===== config.mk =====
export PLATFORM = sky130hd
export DESIGN_NAME = multi_ch_debouncer
export DESIGN_NICKNAME = d
export VERILOG_FILES = /design/src/rtl/debounce_pkg.sv /design/src/rtl/debounce_channel.sv /design/src/rtl/multi_ch_debouncer.sv
export SDC_FILE = /design/constraint.sdc
export NUM_CORES = 1
export LEC_CHECK = 0
export ABC_AREA = 1
export CAP_MARGIN = 20
export CORE_MARGIN = 2
export CORE_UTILIZATION = 40
export CTS_CLUSTER_DIAMETER = 200
export DETAILED_ROUTE_END_ITERATION = 12
export PLACE_DENSITY = 0.68
export SYNTH_ARGS = -nofsm -noshare
export SYNTH_HDL_FRONTEND = slang
export SYNTH_HIERARCHICAL = 1
export SYNTH_SLANG_ARGS = --single-unit
export TNS_END_PERCENT = 30

===== constraint.sdc =====
create_clock -name CLK -period 1.93 [get_ports CLK]
set_clock_uncertainty 0.2 [all_clocks]
set_input_delay 0.2895 -clock CLK [delete_from_list [all_inputs] [get_ports CLK]]
set_output_delay 0.2895 -clock CLK [all_outputs]
set_load 0.02 [all_outputs]

===== src/rtl/debounce_pkg.sv =====
// -----------------------------------------------------------------------------
// debounce_pkg
//
// Shared definitions for the multi-channel debouncer:
//   - deb_state_t : per-channel FSM state encoding. Bit 1 of the encoding is
//                   the debounced level and bit 0 marks a CHECK state.
//   - DEF_*       : default values for the debouncer parameters.
// -----------------------------------------------------------------------------
package debounce_pkg;

   typedef enum logic [1:0] {
      LOW        = 2'd0,
      CHECK_HIGH = 2'd1,
      HIGH       = 2'd2,
      CHECK_LOW  = 2'd3
   } deb_state_t;

   localparam int DEF_N_CH        = 4;
   localparam int DEF_CNT_W       = 16;
   localparam int DEF_SYNC_STAGES = 2;

endpackage : debounce_pkg


===== src/rtl/debounce_channel.sv =====
// -----------------------------------------------------------------------------
// debounce_channel
//
// One debounce lane: input synchroniser, 4-state debounce FSM, saturating
// stability counter and (optionally) registered edge strobes.
//
// Optional feature macro: DEBOUNCE_EDGE_EN adds rise_pulse / fall_pulse.
//
// Parameters
//   CNT_W        width of the stability counter and threshold
//   SYNC_STAGES  synchroniser depth (2..4)
//
// Ports
//   CLK          system clock, rising edge
//   RST          asynchronous reset, active low
//   EN           global enable; low aborts a pending check and blocks new ones
//   thr_m1       stability threshold minus one (threshold already clamped >= 1)
//   noisy_in     raw asynchronous input
//   deb_out      registered debounced level
//   busy         registered, high while a CHECK state is active
//   rise_pulse   one-cycle strobe with the debounced 0->1 change (macro only)
//   fall_pulse   one-cycle strobe with the debounced 1->0 change (macro only)
// -----------------------------------------------------------------------------
module debounce_channel
   import debounce_pkg::*;
#(
   parameter int CNT_W       = DEF_CNT_W,
   parameter int SYNC_STAGES = DEF_SYNC_STAGES
) (
   input  logic             CLK,
   input  logic             RST,
   input  logic             EN,
   input  logic [CNT_W-1:0] thr_m1,
   input  logic             noisy_in,
   output logic             deb_out,
`ifdef DEBOUNCE_EDGE_EN
   output logic             busy,
   output logic             rise_pulse,
   output logic             fall_pulse
`else
   output logic             busy
`endif
);

   // Counter increment that sticks at all-ones instead of wrapping.
   function automatic logic [CNT_W-1:0] sat_inc(input logic [CNT_W-1:0] v);
      return (&v) ? v : v + CNT_W'(1);
   endfunction

   logic [SYNC_STAGES-1:0] sync_q;
   logic                   sync;

   deb_state_t             state_q;
   deb_state_t             state_d;
   logic [CNT_W-1:0]       cnt_q;
   logic [CNT_W-1:0]       cnt_d;
   logic                   deb_q;
   logic                   busy_q;

   // ---- synchroniser stage ----
   always_ff @(posedge CLK or negedge RST) begin
      if (!RST) begin
         sync_q <= '0;
      end else begin
         sync_q <= {sync_q[SYNC_STAGES-2:0], noisy_in};
      end
   end

   assign sync = sync_q[SYNC_STAGES-1];

   // ---- debounce FSM: next state ----
   // The counter starts at 0 on entry to a CHECK state, so reaching
   // thr_m1 means the input has been seen steady for thr cycles. The >=
   // compare lets a threshold lowered mid-check finish on the next edge.
   always_comb begin
      state_d = state_q;
      cnt_d   = cnt_q;
      case (state_q)
         LOW: begin
            if (EN && sync) begin
               state_d = CHECK_HIGH;
               cnt_d   = '0;
            end
         end
         CHECK_HIGH: begin
            if (!EN || !sync) begin
               state_d = LOW;
               cnt_d   = '0;
            end else if (cnt_q >= thr_m1) begin
               state_d = HIGH;
               cnt_d   = '0;
            end else begin
               cnt_d   = sat_inc(cnt_q);
            end
         end
         HIGH: begin
            if (EN && !sync) begin
               state_d = CHECK_LOW;
               cnt_d   = '0;
            end
         end
         CHECK_LOW: begin
            if (!EN || sync) begin
               state_d = HIGH;
               cnt_d   = '0;
            end else if (cnt_q >= thr_m1) begin
               state_d = LOW;
               cnt_d   = '0;
            end else begin
               cnt_d   = sat_inc(cnt_q);
            end
         end
         default: begin
            state_d = LOW;
            cnt_d   = '0;
         end
      endcase
   end

   // ---- FSM / output register stage ----
   // Outputs are registered from the next state so they change on the same
   // edge as the state itself.
   always_ff @(posedge CLK or negedge RST) begin
      if (!RST) begin
         state_q <= LOW;
         cnt_q   <= '0;
         deb_q   <= 1'b0;
         busy_q  <= 1'b0;
      end else begin
         state_q <= state_d;
         cnt_q   <= cnt_d;
         deb_q   <= (state_d == HIGH) || (state_d == CHECK_LOW);
         busy_q  <= (state_d == CHECK_HIGH) || (state_d == CHECK_LOW);
      end
   end

   assign deb_out = deb_q;
   assign busy    = busy_q;

`ifdef DEBOUNCE_EDGE_EN
   logic rise_q;
   logic fall_q;

   // ---- edge strobe stage ----
   always_ff @(posedge CLK or negedge RST) begin
      if (!RST) begin
         rise_q <= 1'b0;
         fall_q <= 1'b0;
      end else begin
         rise_q <= (state_q == CHECK_HIGH) && (state_d == HIGH);
         fall_q <= (state_q == CHECK_LOW)  && (state_d == LOW);
      end
   end

   assign rise_pulse = rise_q;
   assign fall_pulse = fall_q;
`endif

endmodule : debounce_channel


===== src/rtl/multi_ch_debouncer.sv =====
// -----------------------------------------------------------------------------
// multi_ch_debouncer
//
// N_CH independent debounce lanes sharing a runtime stability threshold.
//
// Optional feature macro: DEBOUNCE_EDGE_EN adds the rise_pulse / fall_pulse
// edge strobe ports.
//
// Parameters
//   N_CH         number of channels (1..32)
//   CNT_W        width of stable_cycles and the per-channel counters
//   SYNC_STAGES  synchroniser depth (2..4)
//
// Ports
//   CLK            system clock, rising edge
//   RST            asynchronous reset, active low
//   EN             global enable
//   stable_cycles  required stable time in clocks (0 behaves as 1)
//   noisy_in       raw asynchronous inputs, one per channel
//   deb_out        registered debounced levels
//   busy           registered, high while a channel is checking a change
//   rise_pulse     one-cycle strobe per debounced rising change (macro only)
//   fall_pulse     one-cycle strobe per debounced falling change (macro only)
// -----------------------------------------------------------------------------
module multi_ch_debouncer
   import debounce_pkg::*;
#(
   parameter int N_CH        = DEF_N_CH,
   parameter int CNT_W       = DEF_CNT_W,
   parameter int SYNC_STAGES = DEF_SYNC_STAGES
) (
   input  logic             CLK,
   input  logic             RST,
   input  logic             EN,
   input  logic [CNT_W-1:0] stable_cycles,
   input  logic [N_CH-1:0]  noisy_in,
   output logic [N_CH-1:0]  deb_out,
`ifdef DEBOUNCE_EDGE_EN
   output logic [N_CH-1:0]  busy,
   output logic [N_CH-1:0]  rise_pulse,
   output logic [N_CH-1:0]  fall_pulse
`else
   output logic [N_CH-1:0]  busy
`endif
);

   // Threshold is clamped to >= 1 and handed to the lanes minus one, which
   // is the terminal count value of a counter that starts at 0.
   logic [CNT_W-1:0] thr_m1;

   assign thr_m1 = (stable_cycles == '0) ? '0 : stable_cycles - CNT_W'(1);

   for (genvar i = 0; i < N_CH; i++) begin : g_ch
      debounce_channel #(
         .CNT_W       (CNT_W),
         .SYNC_STAGES (SYNC_STAGES)
      ) u_ch (
         .CLK         (CLK),
         .RST         (RST),
         .EN          (EN),
         .thr_m1      (thr_m1),
         .noisy_in    (noisy_in[i]),
         .deb_out     (deb_out[i]),
`ifdef DEBOUNCE_EDGE_EN
         .busy        (busy[i]),
         .rise_pulse  (rise_pulse[i]),
         .fall_pulse  (fall_pulse[i])
`else
         .busy        (busy[i])
`endif
      );
   end

endmodule : multi_ch_debouncer


-- Word level (Yosys, flattened, before mapping)
Index checks and enable logic that the tools add are counted.
W data, S select, Z words.
- register bits: 88
- logic and storage cells: 160
- RAM bits: 0
- input bits: 23
- memory bits (read-only): 0
- memories: 0
- latch bits: 0
- multipliers: 0
- equal/unequal tests: 32
- mux-type cells: 57
- shift-type cells: 0
- divide/modulo/power cells: 0
- magnitude comparators: 4
- bitwise operators: 0
- reduce and logical (&&, ||, !) cells: 42
- add/subtract/negate cells: 5
- operators with widths (operator ; count):
    $mux W16 ; 25
    $pmux W16 S4 ; 4
    $add A16 B1 Y16 const B ; 4
    $ge A16 B16 Y1 ; 4
    $reduce_and A16 Y1 ; 4
    $mux W2 ; 24
    $eq A2 B2 Y1 const B ; 16
    $pmux W2 S4 ; 4
    $eq A2 B1 Y1 const B ; 8
    $logic_not A16 Y1 ; 1
    $logic_or A1 B1 Y1 ; 16
    $ne A2 B1 Y1 const B ; 8
    $sub A16 B1 Y16 const B ; 1
    $logic_and A1 B1 Y1 ; 8
    $logic_not A2 Y1 ; 4
    $reduce_and A2 Y1 ; 4
    $logic_not A1 Y1 ; 5

-- Longest topological paths before layout
- depth after elaboration: 8
- depth in mapped cells: 21

-- Hierarchy
The synthesis kept the hierarchy.
- by module, submodules not included (module ; seq. area each (um^2) ; area each (um^2) ; cells an instance ; times used):
    debounce_channel ; 525.5 ; 1766.7 ; 252 ; 4
    multi_ch_debouncer ; 0.0 ; 550.5 ; 107 ; 1

-- Worst setup path after synthesis
No wires, ideal clock.
- path kind: input -> register
- start point: in stable_cycles[0]
- end point: reg g_ch[0].u_ch.cnt_q[0]
- stages on the path: 20
- buffers on the path: 2
- required time: 1.653 ns
- setup slack: -0.670 ns
- data arrival time: 2.323 ns
- cells stage by stage: inv_1 ha_1 nand2_2 nor2_8 nand2_4 nor2_4 buf_12 nor2_2 inv_1 ha_1 nand2_1 nor2_1 nor2_1 nand2_1 nand2_1 nand2_1 a21oi_2 buf_2 nand3_1 a21oi_1
- longest elaborated chain between the ends: 6
- ends and longest elaborated chain (element ; line ; text):
    start, declared ; multi_ch_debouncer.sv:35 ; input logic [CNT_W-1:0] stable_cycles,
    $sub A16 B1 Y16 or $logic_not A16 Y1 (tied branches) ; multi_ch_debouncer.sv:51 ; assign thr_m1 = (stable_cycles == '0) ? '0 : stable_cycles - CNT_W'(1);
    $mux W16 * ; multi_ch_debouncer.sv:51 ;
    net thr_m1[3] ; multi_ch_debouncer.sv:49 ; logic [CNT_W-1:0] thr_m1;
    $ge A16 B16 Y1 * ; debounce_channel.sv:89, debounce_channel.sv:106 ;
    $mux W16 * ; debounce_channel.sv:89, debounce_channel.sv:106 ;
    $mux W16 (on tied branches) ; debounce_channel.sv:103, debounce_channel.sv:86 ;
    $pmux W16 S4 * ; debounce_channel.sv:78 ; case (state_q)
    end signal, assigned ; debounce_channel.sv:131 ; cnt_q <= cnt_d;
    end, declared ; debounce_channel.sv:55 ; logic [CNT_W-1:0] cnt_q;
Mark *: on every way through the listed nets, which the timed path passes. The rest lies on a longest branch.
A chain may end at the register's enable or synchronous reset.

-- Worst setup path after layout
- start point: in stable_cycles[1]
- end point: reg g_ch[1].u_ch.cnt_q[0]
- longest elaborated chain between the ends: 6
- ends and longest elaborated chain (element ; line):
    $sub A16 B1 Y16 or $logic_not A16 Y1 (tied branches) ; multi_ch_debouncer.sv:51
    $mux W16 * ; multi_ch_debouncer.sv:51
    net thr_m1[9] ; multi_ch_debouncer.sv:49
    $ge A16 B16 Y1 * ; debounce_channel.sv:89, debounce_channel.sv:106
    $mux W16 * ; debounce_channel.sv:89, debounce_channel.sv:106
    $mux W16 (on tied branches) ; debounce_channel.sv:103, debounce_channel.sv:86
    $pmux W16 S4 * ; debounce_channel.sv:78
    end signal, assigned ; debounce_channel.sv:131
    end, declared ; debounce_channel.sv:55
Marked as above.

==> results_dict.tcl <==
set metrics [dict create \
    met1_length_mm 9.690 \
    drv_slew 0 \
    ys_seq_elements 84 \
    top_layer_used "met4" \
    synth_fa_ha_area_frac 0.1133 \
    path_cells "buf_12 -> inv_12 -> ha_4 -> nand2_4 -> nor2_8 -> buf_6 -> nand3_4 -> nor2_4 -> nor2_4 -> buf_6 -> inv_2 -> ha_4 -> nand2_1 -> inv_1 -> o21bai_1 -> nand2_1 -> nand2_1 -> nand2_2 -> a21oi_4 -> buf_6 -> nand3_2 -> a21oi_2" \
    ys_seq_area_frac 0.2760 \
    viasPerCell 5.172 \
    ant_nets 0 \
    crit_slowest_cell "a21oi_4" \
    crit_buf_inv 7 \
    cts_tree "built" \
    gp_congestion 0.8972 \
    wl_met3_um 941 \
    nNetsFinal 1427 \
    maxSlewHeadroom 0.7445 \
    critPathMaxFanout 6 \
    grt_first_pass_wirelength_mm 37.63 \
    gr-total-overflow 0 \
    startpoint_type "input pin" \
    wirelength_mm 23.25 \
    die_area_sq_um 20160 \
    netlist_area_sq_um 7617 \
    crit_arrival_ps 2660 \
    violations "negative setup slack" \
    async_flop_share 1.000 \
    drtIter0Drc 570 \
    setup_tns_ps -43100 \
    clk_pin_slew_ps 60 \
    setup.worst_path.class "in -> reg" \
    ioPinCount 31 \
    dpl.hpwl_mm 16.38 \
    synth_edf_count 0 \
    muxShareOfSynthArea 0.005256 \
    netlist_instances 1115 \
    cp_slowest_stage_delay_ps 230 \
    min_period_ps 2580 \
    tightest_slew_ps 383.2 \
    seq_area_sq_um 2105 \
    core_sq_um 18710 \
    ys_types 32 \
    synth_top_family_by_area "simple AND/OR/NAND/NOR gates" \
    synth_ff_type "dfrtp_1" \
    port_buffers 30 \
    grt_usage 0.2337 \
    end_kind "register" \
    die_h_um 142.0 \
    avgSynthCellArea_sq_um 6.832 \
    synth_area_leaders "dfrtp_1, nand2_1, ha_1, inv_1, nand3_1" \
    synth_fp_nets 1207 \
    yosys_warnings 6 \
    setup_viol 76 \
    outcome "finished with violations" \
    grt_pass1_vias 7974 \
    h-tree-depth 3 \
    drv_cap 0 \
    synth_compound_area_frac 0.07950 \
    max_freq_mhz 387.5 \
    vias 8140 \
    nFillCells 1520 \
    clock_latency_ps 360 \
    cp.required_ps 2010 \
    met2WireLength_mm 11.84 \
    final_util 0.5954 \
    clockBufferDepth 2 \
    hp-class "reg -> reg" \
    peakVddDrop_mv 0.6323 \
    min_period_over_period 1.337 \
    area.growth.synth_to_final_pct 46.21 \
    cts-root-buf "clkbuf_16" \
    synth_top_area_frac 0.2760 \
    cts_buffers 9 \
    drive_gt1_frac 0.3898 \
    synth_xor_area_frac 0.01610 \
    power.density_nw_per_um2 460.6 \
    cts_sinks 84 \
    remaining_drc_errors 0 \
    die_w_um 142.0 \
    yosys.area.top_type "dfrtp_1" \
    rsz0062_at_grt "yes" \
    p_leak_uw 0.005490 \
    post_drt_wl_per_cell_um 14.77 \
    synth-simple-area-share 0.3973 \
    grt_max_degree 43 \
    drtPass1Iterations 5 \
    timing.final.ws_setup_ps -650.5 \
    initial_core_util 0.4072 \
    crit_family "simple AND/OR/NAND/NOR gates" \
    multi_input_area_sq_um 5772 \
    antenna_found_initial 1 \
    hold_viol 0 \
    rows 50 \
]
worst register-to-register path, cell delays in order (launching register included):
cell and delay (ps):
dfrtp_1 450, ha_4 280, nand2_2 50, nand2_1 50
nor2_1 100, nand2_1 70, nand2_1 80, nand2_2 80
a21oi_4 260, buf_6 160, nand3_2 70, o21ai_2 140
worst paths after layout:
kind                                              startpoint                            endpoint  slack (ps)  cells past startpoint
max reg2reg                g_ch[0].u_ch/cnt_q[3]$_DFFE_PN0P_  g_ch[0].u_ch/cnt_q[12]$_DFFE_PN0P_        -120                     11
min reg2reg                 g_ch[0].u_ch/sync_q[0]$_DFF_PN0_    g_ch[0].u_ch/sync_q[1]$_DFF_PN0_         150                      0
min in group asynchronous                                RST   g_ch[0].u_ch/cnt_q[9]$_DFFE_PN0P_         200                      2
min                         g_ch[0].u_ch/sync_q[0]$_DFF_PN0_    g_ch[0].u_ch/sync_q[1]$_DFF_PN0_         150                      0
max in group asynchronous                                RST    g_ch[2].u_ch/sync_q[0]$_DFF_PN0_         720                      3
max                                         stable_cycles[1]   g_ch[1].u_ch/cnt_q[0]$_DFFE_PN0P_        -650                     22
area by class of cell:
| class | count | area share |
|---|---|---|
| Antenna cell | 1 | 0.0002247 |
| Tap cell | 234 | 0.02629 |
| Clock inverter | 3 | 0.004269 |
| Timing Repair Buffer | 214 | 0.1629 |
| Clock buffer | 12 | 0.02213 |
| Multi-Input combinational cell | 811 | 0.5183 |
| Inverter | 215 | 0.07696 |
| Sequential cell | 84 | 0.1890 |
metrics by stage:
stage,std cells,setup slack [ps],hold WS [ps],power [uW],area (sq um)
6_report,1574,-650.5,151.6,5129,11140
5_1_grt,1573,-757.5,158.4,5395,11130
4_1_cts,1565,-503.1,155.0,5057,10760
3_5_place_dp,1530,-1641,40.54,3099,9432
3_3_place_gp,1530,-1587,34.59,3074,9432
2_1_floorplan,1115,-604.5,-206.1,2536,7710
cell families (layout without fill, tap and decap cells):
logic type               Yosys count  after routing
AND/OR/NAND/NOR                  623            623
XOR/XNOR                          14             14
other                              0              1
adder cells (fa/ha/maj)           69             69
buffers and inverters            220            444
flip-flops                        84             84
multiplexers                       4              4
AO/OA/AOI/OAI                    101            101
synthesized netlist by cell type (5+ instances only):
library cell	n
ha_1	69
xor2_1	6
inv_2	17
nor2_1	106
nor3_1	12
dfrtp_1	84
a21oi_1	29
nor2_2	16
o21ai_0	28
nand3_2	16
nand3_1	105
xnor2_1	8
nand2_4	9
nand2_1	277
inv_1	194
nor2_4	23
nand4_1	49
o21a_1	8
o21ai_1	8
o21bai_1	8
nand2_2	5
report_power, final:
| part | leakage [uW] | switching [uW] | internal [uW] |
|---|---|---|---|
| registers | 0.00114 | 54.6 | 1820 |
| clock network | 0.000143 | 738 | 1040 |
| logic | 0.00421 | 860 | 615 |
| total | 0.00549 | 1650 | 3480 |
sequential cells by signal, summed over array words and instances (netlist names):
| register | count |
|---|---|
| g_ch.u_ch/deb_out | 4 |
| g_ch.u_ch/sync_q | 8 |
| g_ch.u_ch/busy | 4 |
| g_ch.u_ch/cnt_q | 64 |
| g_ch.u_ch/state_q | 4 |
per-layer routing:
metal  vias to the layer above  track usage
li1                       4019            -
met1                      3869       0.2773
met2                       199       0.4183
met3                        53      0.04038
met4                         0      0.09421
met5                         -            0
cells in the final DEF, fill, tap and decap left out, types with 9 or more instances in the layout:
cell,count
nand4_1,49
nand2_2,46
a21oi_2,16
o21ai_2,13
nand3_2,23
nor2_1,76
nor2_2,25
dfrtp_1,82
inv_4,12
buf_6,34
nor2_4,44
nand3_1,95
clkbuf_16,9
o21ai_1,19
nand2_1,221
a21oi_1,13
ha_1,34
buf_4,152
inv_1,159
ha_4,35
clkdlybuf4s50_1,10
inv_2,42
nand2_4,24
repair_timing:
| item | in CTS | in global routing |
|---|---|---|
| pin swaps | 116 | 59 |
| hold buffers | 1 | 0 |
| setup buffers | 17 | 8 |
| endpoints found under the setup margin | 78 | 77 |
| resized for setup | 295 | 88 |
| hold endpoints to repair | 23 | 0 |
| cloned | 4 | 0 |
Power figures use the tool's default switching activity.
